--- src/rtl/led_pwm_driver.sv ---
// led_pwm_driver
//   Converts per-LED 8-bit brightness values into PWM waveforms. Duties are
//   written over a valid/ready port into shadow registers. They are copied to
//   the active set only at the PWM period boundary, so no period is ever cut
//   short or stretched by a mid-period write.
//
// Parameters
//   NUM_LEDS  number of LED outputs (1..8)
//   PRESCALE  clocks per PWM count minus one
//
// Ports
//   CLK       in   system clock, rising edge
//   RESETN    in   asynchronous active-low reset
//   wr_valid  in   write request
//   wr_ready  out  write accept (high from the first clock after reset)
//   wr_addr   in   LED index
//   wr_duty   in   duty value 0..255
//   wr_err    out  one-cycle pulse when an accepted write had an out-of-range index
//   pending   out  shadow holds an update that has not yet been committed
//   led       out  PWM outputs, active-high, registered
module led_pwm_driver #(
  parameter int NUM_LEDS = 5,
  parameter int PRESCALE = 47
) (
  input  logic                CLK,
  input  logic                RESETN,
  input  logic                wr_valid,
  output logic                wr_ready,
  input  logic [2:0]          wr_addr,
  input  logic [7:0]          wr_duty,
  output logic                wr_err,
  output logic                pending,
  output logic [NUM_LEDS-1:0] led
);

  // A zero prescale still needs a one-bit counter so the compare stays legal.
  localparam int              PW        = (PRESCALE < 1) ? 1 : $clog2(PRESCALE + 1);
  localparam logic [PW-1:0]   PS_MAX    = PW'(PRESCALE);
  localparam logic [3:0]      LED_LIMIT = 4'(NUM_LEDS);

  logic [PW-1:0] prescaler;
  logic [7:0]    cnt;
  logic [7:0]    shadow [NUM_LEDS];
  logic [7:0]    active [NUM_LEDS];

  logic tick;
  logic commit;
  logic accept;
  logic addr_ok;

  assign tick    = (prescaler == PS_MAX);
  assign commit  = tick && (cnt == 8'hFF);
  assign accept  = wr_valid && wr_ready;
  assign addr_ok = ({1'b0, wr_addr} < LED_LIMIT);

  always_ff @(posedge CLK or negedge RESETN) begin
    if (!RESETN) begin
      prescaler <= '0;
      cnt       <= '0;
      wr_ready  <= 1'b0;
      wr_err    <= 1'b0;
      pending   <= 1'b0;
      led       <= '0;
      for (int i = 0; i < NUM_LEDS; i++) begin
        shadow[i] <= '0;
        active[i] <= '0;
      end
    end else begin
      wr_ready <= 1'b1;

      if (tick) begin
        prescaler <= '0;
        cnt       <= cnt + 8'd1;
      end else begin
        prescaler <= prescaler + PW'(1);
      end

      wr_err <= accept && !addr_ok;

      // A write in the commit cycle wins over the clear: its value is still
      // waiting in shadow for the following boundary.
      if (accept && addr_ok) begin
        pending <= 1'b1;
      end else if (commit) begin
        pending <= 1'b0;
      end

      for (int i = 0; i < NUM_LEDS; i++) begin
        // Non-blocking read of shadow means the commit takes the pre-write value.
        if (commit) begin
          active[i] <= shadow[i];
        end
        if (accept && addr_ok && (wr_addr == 3'(i))) begin
          shadow[i] <= wr_duty;
        end
        led[i] <= (cnt < active[i]);
      end
    end
  end

endmodule

--- config.mk ---
export PLATFORM = sky130hd
export DESIGN_NAME = led_pwm_driver
export DESIGN_NICKNAME = d
export VERILOG_FILES = /design/src/rtl/led_pwm_driver.sv
export SDC_FILE = /design/constraint.sdc
export NUM_CORES = 1
export LEC_CHECK = 0
export CORE_MARGIN = 2
export CORE_UTILIZATION = 60
export DETAILED_ROUTE_END_ITERATION = 8
export GPL_TIMING_DRIVEN = 0
export PLACE_DENSITY = 0.83
export SYNTH_ARGS = -nofsm -noshare
export SYNTH_HDL_FRONTEND = slang
export SYNTH_SLANG_ARGS = --single-unit
--- constraint.sdc ---
create_clock -name CLK -period 2.55 [get_ports CLK]
set_input_delay 0.3825 -clock CLK [delete_from_list [all_inputs] [get_ports CLK]]
set_output_delay 0.3825 -clock CLK [all_outputs]
set_load 0.02 [all_outputs]
==> results of run 1 <==
[area by class of cell]
class / instances / share of cell area (%)
sequential: 102 / 46.6
multi-input combinational: 204 / 39.2
timing repair buffer: 19 / 3.75
clock buffer: 11 / 2.77
inverter: 36 / 2.47
tap: 105 / 2.40
buffer: 8 / 1.94
clock inverter: 3 / 0.823
[power by group]
| group | internal, mW | leakage, nW | total, mW | switching (mW) |
|---|---|---|---|---|
| clock | 0.497 | 0.0935 | 1.02 | 0.523 |
| combinational | 0.140 | 1.08 | 0.237 | 0.0967 |
| sequential | 1.76 | 1.34 | 1.84 | 0.0785 |
[logic make-up after synthesis]
kind of cell    after synthesis
compound gates               41
mux                          81
flops                       102
simple gates                 35
xor+xnor                      9
other cells                   1
fa+ha+maj                    37
buf+inv                      44
[registers in the layout (all words and copies together), names as in the netlist]
register and cells:
wr_ready 1, led 5, pending 1, active 40
shadow 40, cnt 8, prescaler 6, wr_err 1
[routing by layer]
metal  vias to the layer above  part of all wire, %  routed length, µm  track usage (%)
li1                       1289                    -                  -                -
met5                         -                    0                  0                0
met2                        44                   51               4280             35.2
met1                      1377                   45               3840             28.2
met4                         0                  1.5                127             7.97
met3                         9                  2.5                207             3.43
[final timing paths]
path	cells after the start	endpoint
worst max-delay path	7	active[33]
worst min-delay path	1	led[3]
worst max register to register	7	active[33]
worst min register to register	1	active[1]
max in group asynchronous	2	active[33]
min in group CLK	3	wr_err
[through the flow]
stage	std cells	instance area [µm²]	hold WS, ns	total power, mW	setup WS, ns
5_1_grt	488	5480	0.0919	3.23	0.325
6_report	488	5480	0.0438	3.10	0.435
2_1_floorplan	350	4940	0.0869	2.01	0.725
4_1_cts	488	5480	0.0646	3.12	0.467
3_3_place_gp	473	5250	0.483	2.09	-2.67
3_5_place_dp	474	5280	0.464	2.12	0.324
[layout by cell type, fill, tap and decap left out, drive strengths merged, types with 6 or more instances in the layout]
cell type / Yosys / final
ha: 37 / 37
clkbuf: 0 / 11
a21o: 11 / 11
nand2b: 6 / 6
o21ai: 8 / 8
dfrtp: 102 / 102
clkdlybuf4s50: 0 / 17
buf: 8 / 10
inv: 36 / 36
o211ai: 6 / 6
mux2: 81 / 81
nand2: 7 / 7
nand3: 6 / 6
[critical path, stage by stage (launching register included)]
cell and delay [ns]:
dfrtp_1 0.42, ha_1 0.25, nand3_2 0.15, nor3_2 0.32, and3_1 0.22, buf_6 0.16
buf_12 0.16, mux2_4 0.30
==> flow_summary.yaml, run 1 <==
cts:
  cts_setup_buffers: 0
  postCtsResizedCells: 0
  cts_root_buf: "clkbuf_8"
  clockBufferDepth: 2
  holdBufCountCts: 0
  cts_made_buffers: 9
  clk_pin_slew_ns: 0.09
  clk_latency_ns: 0.37
  cts.sinks: 102
  tritoncts: "built"
  cts_max_level: 3
critical_path:
  start_kind: "register"
  rrSetupSlack_ns: 0.43
  critPathKind: "reg2reg"
  endpoint_kind: "register"
  cp_max_fo: 10
  crit_start: "prescaler[0]"
  required_ns: 2.80
  timing.rr.start: "prescaler[0]"
  arrival_ns: 2.36
cells_and_area:
  diodes: 0
  area_delta_synth_final_pct: 10.8
  fillers: 588
  area.sequential_um2: 2550
  fin_nets: 431
  drive_above_1_share_pct: 29.5
  multi_input_area_um2: 2150
  utilization_pct: 67.7
timing:
  finalCritPeriodShare_pct: 83.0
  rsz0062_at_grt: "no"
  skew_ns: 0.00882
  relSlewSlack_pct: 51.6
  finalCriticalPeriod_ns: 2.12
  fmax_mhz: 473
  hold_viol_final: 0
  fin_setup_tns_ns: 0
  slew_violations: 0
  setup_viol: 0
  tightest_slew_ns: 0.720
floorplanning:
  dieArea_um2: 8980
  io_pins: 22
  die_w_um: 94.8
  chipHeight_um: 94.8
  core_area_um2: 8090
  rows: 33
  start_util_pct: 61.1
yosys:
  synth_ff_type: "dfrtp_1"
  synth-edff-count: 0
  syn_area_um2: 4940
  synth_top_family_by_area: "multiplexers"
  yosys_warnings: 0
  ys_seq_area_share_pct: 51.6
  synth_seq_cells: 102
  synth_area_leaders: "dfrtp_1 52%, mux2_4 12%, mux2_2 9.6%"
  synthTopCellsByCount: "102 x dfrtp_1, 42 x mux2_2, 39 x mux2_4"
  syn_inst: 350
  synth_top_area_share_pct: 51.6
  synth_adder_area_share_pct: 9.37
  synthSimpleGateAreaFrac_pct: 5.27
  ys_types: 32
  synthMuxAreaShare_pct: 21.4
  synth_fp_nets: 401
  synth.most_common_cell: "dfrtp_1"
  synth_xor_xnor_area_share_pct: 1.59
  async_flop_share_pct: 100
  synth-compound-area-share_pct: 5.75
  synth_area_per_cell_um2: 14.1
  yosysTopAreaCell: "dfrtp_1"
routing:
  post_drt_via_cell_ratio: 5.57
  ant_nets: 0
  vias: 2719
  drtIter0Drc: 141
  drt-total-wl_um: 8450
  post_drt_wl_per_cell_um: 17.3
  drc: 0
  dr.pass1.iters: 4
grt:
  grt_max_degree: 53
  grt_pass1_wl_um: 14200
  antenna_found_initial: 0
  track_usage_pct: 21.2
  grt_pass1_vias: 2848
  grt_overflow: 0
placed_design:
  gp_congestion: 0.764
  dp_hpwl_um: 6150
  port_buffers: 18
power_and_ir_drop:
  p_per_area_nw_per_um2: 566
  irDropWorstVdd_v: 0.000319
  p_leak_nw: 2.52
job:
  maxCapViolCount: 0
min_path:
  min_path_type: "in2async"
status:
  status: "finished clean"
Note: power is estimated with default switching activity, not from simulation.
==> run 2: changes to the inputs <==
- CORE_UTILIZATION: 60 -> 54
- PLACE_DENSITY: 0.83 -> 0.79
- clock period: 2.55 -> 1.9 ns (I/O delays scaled with it)
==> run 2 against run 1 <==
  * Register-to-register slack got worse by 0.41 ns
  * Utilization down 3.0 points
  * Combinational power increased by 35%
  * Setup slack lost 0.41 ns
  * Hold slack gained 0.24 ns
  * Via count is 2.8% higher
  * Clock power up 23%
  * Largest cell class unchanged
==> flow_summary.yaml, run 2 (same netlist as run 1, synthesis figures left out) <==
cts:
  clk_pin_slew_ns: 0.10
  clk_latency_ns: 0.37
  cts_root_buf: "clkbuf_8"
  cts_made_buffers: 9
  cts_max_level: 3
  tritoncts: "built"
  clockBufferDepth: 2
  cts.sinks: 102
cells_and_area:
  final_common_cell: "dfrtp_1"
  final_area_um2: 5690
  reg.largest.list: "active: 40 flops, shadow: 40 flops, cnt: 8 flops"
  diodes: 0
  final_cell_count_no_fill: 506
  fillers: 659
  utilization_pct: 64.6
  area_delta_synth_final_pct: 15.2
  layout_common_cells: "99 x dfrtp_1, 42 x mux2_2, 39 x mux2_4"
  drive_above_1_share_pct: 32.9
  fin_nets: 445
critical_path:
  critPathKind: "reg2reg"
  crit_start: "prescaler[1]"
  arrival_ns: 2.13
  crit_buf_inv: 2
  start_kind: "register"
  crit_slowest_cell: "dfrtp_1"
  path_delay_family: "simple AND/OR/NAND/NOR gates"
  cp_max_fo: 5
  endpoint_kind: "register"
  worst-path-stages: 7
  critical-path-max-stage-delay_ns: 0.40
  required_ns: 2.15
  reg2reg_depth: 7
  worstPathCellList: "ha_4, nand3_4, nor3_4, and3_4, clkbuf_16, buf_12, mux2_4"
  timing.rr.start: "prescaler[1]"
power_and_ir_drop:
  finalPower_mw: 4.05
  p_per_area_nw_per_um2: 711
  irDropWorstVdd_v: 0.000389
  p_leak_nw: 2.62
min_path:
  min_path_type: "in2reg"
  hp-start: "wr_addr[2]"
  holdPathStages: 3
job:
  maxCapViolCount: 0
grt:
  grt_pass1_wl_um: 14800
  antenna_found_initial: 0
  grt_overflow: 0
  track_usage_pct: 19.3
  grt_pass1_vias: 2931
  grt_max_degree: 72
timing:
  tightest_slew_ns: 0.724
  fin_setup_tns_ns: 0
  setup_slack_ns: 0.0278
  slew_violations: 0
  finalCriticalPeriod_ns: 1.87
  finalCritPeriodShare_pct: 98.5
  skew_ns: 0.0154
  hold_viol_final: 0
  relSlewSlack_pct: 51.5
  whs_ns: 0.288
  setup_viol: 0
  rsz0062_at_grt: "yes"
  fmax_mhz: 534
routing:
  ant_nets: 0
  post_drt_wl_per_cell_um: 18.1
  dr.pass1.iters: 4
  drtIter0Drc: 101
  vias: 2795
  post_drt_via_cell_ratio: 5.52
  drc: 0
  drt-total-wl_um: 9170
floorplanning:
  start_util_pct: 56.1
  core_area_um2: 8810
  die_w_um: 99.7
  chipHeight_um: 99.7
  dieArea_um2: 9930
  io_pins: 22
  rows: 34
placed_design:
  port_buffers: 18
  postPlaceCellArea_um2: 5280
  place_ws_ns: -0.262
  dp_hpwl_um: 6300
  dpl.cell_count: 477
  gp_congestion: 0.761
status:
  status: "finished clean"
-- run 2: changes by cell type in the layout (fill, tap and decap cells not counted), sizes merged --
cell         delta
inv             +3
bufinv          -1
dlygate4sd3     +1
buf             +8
clkinv          +1
clkinvlp        -1
clkbuf          +4
-- run 2: worst paths after layout --
path | end | slack (ns)
min in group asynchronous | cnt[3] | 0.41
hold reg to reg | active[9] | 0.51
max in group asynchronous | shadow[22] | 0.81
setup / recovery | active[22] | 0.03
hold / removal | wr_err | 0.29
setup reg to reg | active[22] | 0.03
-- run 2: report_power, final --
group	switching, mW	internal (mW)	total, mW
clock	0.765	0.487	1.25
combinational	0.129	0.189	0.319
sequential	0.108	2.37	2.48
-- run 2: repair_timing --
| item | CTS | global route |
|---|---|---|
| setup endpoints to repair | 40 | 39 |
| buffers inserted | 4 | 4 |
| resized for setup | 4 | 6 |
| cloned | 0 | 5 |
| hold endpoints to repair | 31 | 0 |
| hold buffers | 1 | 0 |
| pin swaps | 1 | 3 |
-- run 2: area by class of cell --
class / count / area [µm²] / share of cell area, %
inverter: 36 / 135 / 2.37
clock buffer: 10 / 128 / 2.24
tap: 108 / 135 / 2.37
sequential: 102 / 2560 / 44.9
multi-input combinational: 204 / 2180 / 38.3
buffer: 8 / 115 / 2.02
clock inverter: 5 / 42.5 / 0.747
timing repair buffer: 33 / 400 / 7.03
-- run 2: worst reg2reg max path, delay by kind of cell (launching register included) --
family,cells,cell delay (ns)
AND/OR/NAND/NOR,3,0.60
flip-flops,1,0.40
multiplexers,1,0.30
adder cells (fa/ha/maj),1,0.17
buffers and inverters,2,0.30
-- run 2: routing by layer --
layer | share of wire, % | track usage [%] | vias to the layer above
li1 | - | - | 1322
met1 | 46 | 25.5 | 1424
met2 | 50 | 32.6 | 39
met3 | 2.7 | 4.36 | 10
met4 | 0.93 | 4.95 | 0
met5 | 0 | 0 | -
==> edit, RTL diff (config.mk and constraints of run 2) <==
Add an input register stage for `wr_duty`; this delays it by one clock. The other inputs are not delayed to match.
--- a/src/rtl/led_pwm_driver.sv
+++ b/src/rtl/led_pwm_driver.sv
@@ -37,6 +37,12 @@
   localparam int              PW        = (PRESCALE < 1) ? 1 : $clog2(PRESCALE + 1);
   localparam logic [PW-1:0]   PS_MAX    = PW'(PRESCALE);
   localparam logic [3:0]      LED_LIMIT = 4'(NUM_LEDS);
+
+  logic [7:0] wr_duty_q;
+
+  always_ff @(posedge CLK) begin
+    wr_duty_q <= wr_duty;
+  end
 
   logic [PW-1:0] prescaler;
   logic [7:0]    cnt;
@@ -91,7 +97,7 @@
           active[i] <= shadow[i];
         end
         if (accept && addr_ok && (wr_addr == 3'(i))) begin
-          shadow[i] <= wr_duty;
+          shadow[i] <= wr_duty_q;
         end
         led[i] <= (cnt < active[i]);
       end
Check against the original RTL: same outputs for any inputs over 10 cycles, from zero or initial values and one cycle with RESETN low; that may be too few to reach the edited logic, so the function may still have changed.
==> edit against run 2 <==
  * Routed wire length is 5.1% higher
  * Area after synthesis is 3.2% higher
  * Critical endpoint is now active[32]
  * Clock power is 17% higher
  * Cell area is 3.7% higher
  * Setup slack worse by 0.030 ns
  * Largest power group unchanged
  * Count of clock-buffer cells in the layout is 2 higher
  * The flow now finishes with violations (negative setup slack)
  * Total power is 9.7% higher
  * Critical path depth stayed put
  * Sequential cell count is 8 higher
==> edit: results (changes against run 2) <==
Sw Share 22.9% (-1.8 points); Slew headroom 48.2% (-3.4 points); n_diodes 0 (unchanged); CTS Buf Count 9 (unchanged); Synth cell types 33 (+3.1%); NumNets Final 454 (+2.0%); # resized after CTS 5 (+1); number of global-route vias before repair 2965 (+1.2%); largest cells by area after synthesis dfrtp_1 50%, mux2_4 11%, mux2_2 9.3%; post-synthesis sequential area ratio 53.2% (+1.5 points); status finished with violations; number of iterations in the first detailed-routing pass 4 (unchanged); Leakage 2.71 nW (+3.3%); CTS max path bufs 2 (unchanged); largest net degree at the start of global routing 71 (-1.4%); Signal inverters 36 (unchanged); HPWL after DPL 6.34 mm (+0.72%); via count 2879 (+3.0%); Starting DRT DRC Count 78 (-23%); FFs & Latches 110 (+7.8%); slowest stage cell, crit path dfrtp_1; # setup viols final 4 (+4); GR Util met3 3.59% (-0.77 points); NonClk Buf Share 8.86% (-0.20 points); Routability Congestion 0.846 (+11%); CLK BUF 12 (+2); Worst Path Arrival 2.16 ns (+0.03 ns); top cells by count, synth 102 x dfrtp_1, 42 x mux2_2, 39 x mux2_4; first-pass GRT wire length 15.1 mm (+2.1%); core area 9200 sq um (+4.4%); Reg area 2720 sq um (+6.3%); Largest regs active: 40 flops, shadow: 40 flops; Max FO, Critical Path 5 (unchanged); TNS Setup -0.00396 ns (-0.00396 ns); pre-CTS setup slack -0.311 ns (-0.0490 ns); worst setup margin -0.00203 ns (-0.0298 ns); Buffers excl. clock 42 (+2.4%); clock latency on the worst-skew pair 0.37 ns (about the same); multi-input logic portion of the cell area 36.9% (-1.4 points); Max H-tree Level 3 (unchanged); Layout clock area frac 3.54% (+0.55 points); aggregate global-route resource usage 19.5% (+0.12 points); area of placed instances 5450 sq um (+3.1%); met3 routed WL 223 microns (-10%); met2 Usage GRT 30.6% (-2.0 points); number of I/O port buffers 18 (unchanged); metal2 WL 4.77 mm (+3.6%); setup bufs post-CTS 4 (unchanged); failing checks negative setup slack; M1 WL 4.50 mm (+6.5%); grt met1 use 28.0% (+2.5 points); final wirelength 9.63 mm (+5.1%); clk slew on worst S/H paths 0.11 ns; Synth top area share 50.0% (-1.6 points); maximum vdd drop 0.000489 V (+26%); share of layout cells above drive strength 1 32.6% (-0.32 points); syn nets 409 (+2.0%); Final Skew 0.0151 ns (-0.000276 ns); async set or reset register ratio after synthesis 92.7% (-7.3 points)
[edit: power by group through the flow]
stage	combinational [W]	clock (W)	sequential [W]
6_report	0.000308	0.00146	0.00267
3_3_place_gp	0.000286	0	0.00269
5_1_grt	0.000341	0.00158	0.00269
4_1_cts	0.000315	0.00148	0.00267
2_1_floorplan	0.000208	0	0.00267
3_5_place_dp	0.000310	0	0.00272
[edit: cells by family after synthesis]
| kind of cell | share of synthesized area [%] |
|---|---|
| AO/OA/AOI/OAI | 5.57 |
| multiplexers | 20.7 |
| XOR/XNOR | 1.54 |
| adder cells (fa/ha/maj) | 9.07 |
| other | 0.0735 |
| AND/OR/NAND/NOR | 5.10 |
| buffers and inverters | 4.73 |
| flip-flops | 53.2 |
[edit: worst paths after layout]
kind                         startpoint    endpoint  slack, ns  depth (start not counted)
max in group asynchronous        RESETN      led[3]       0.84                          3
max                        prescaler[1]  active[32]     -0.002                          7
max reg2reg                prescaler[1]  active[32]     -0.002                          7
min reg2reg                  shadow[25]  active[25]       0.51                          1
min                          wr_addr[2]      wr_err       0.28                          3
min in group asynchronous        RESETN   shadow[1]       0.39                          2
[edit: critical path: cells and delay by family, from the launching register on]
family | cells | cell delay (ns)
simple gates | 3 | 0.60
flops | 1 | 0.41
buf+inv | 2 | 0.31
mux | 1 | 0.29
fa+ha+maj | 1 | 0.18
[edit: stage by stage]
stage | utilization, % | std cells | hold slack [ns]
2_1_floorplan | - | 358 | -0.0106
3_3_place_gp | 59.0 | 487 | 0.482
3_5_place_dp | 59.2 | 488 | 0.255
4_1_cts | 62.1 | 509 | 0.293
5_1_grt | 64.2 | 519 | 0.290
6_report | 64.2 | 519 | 0.284
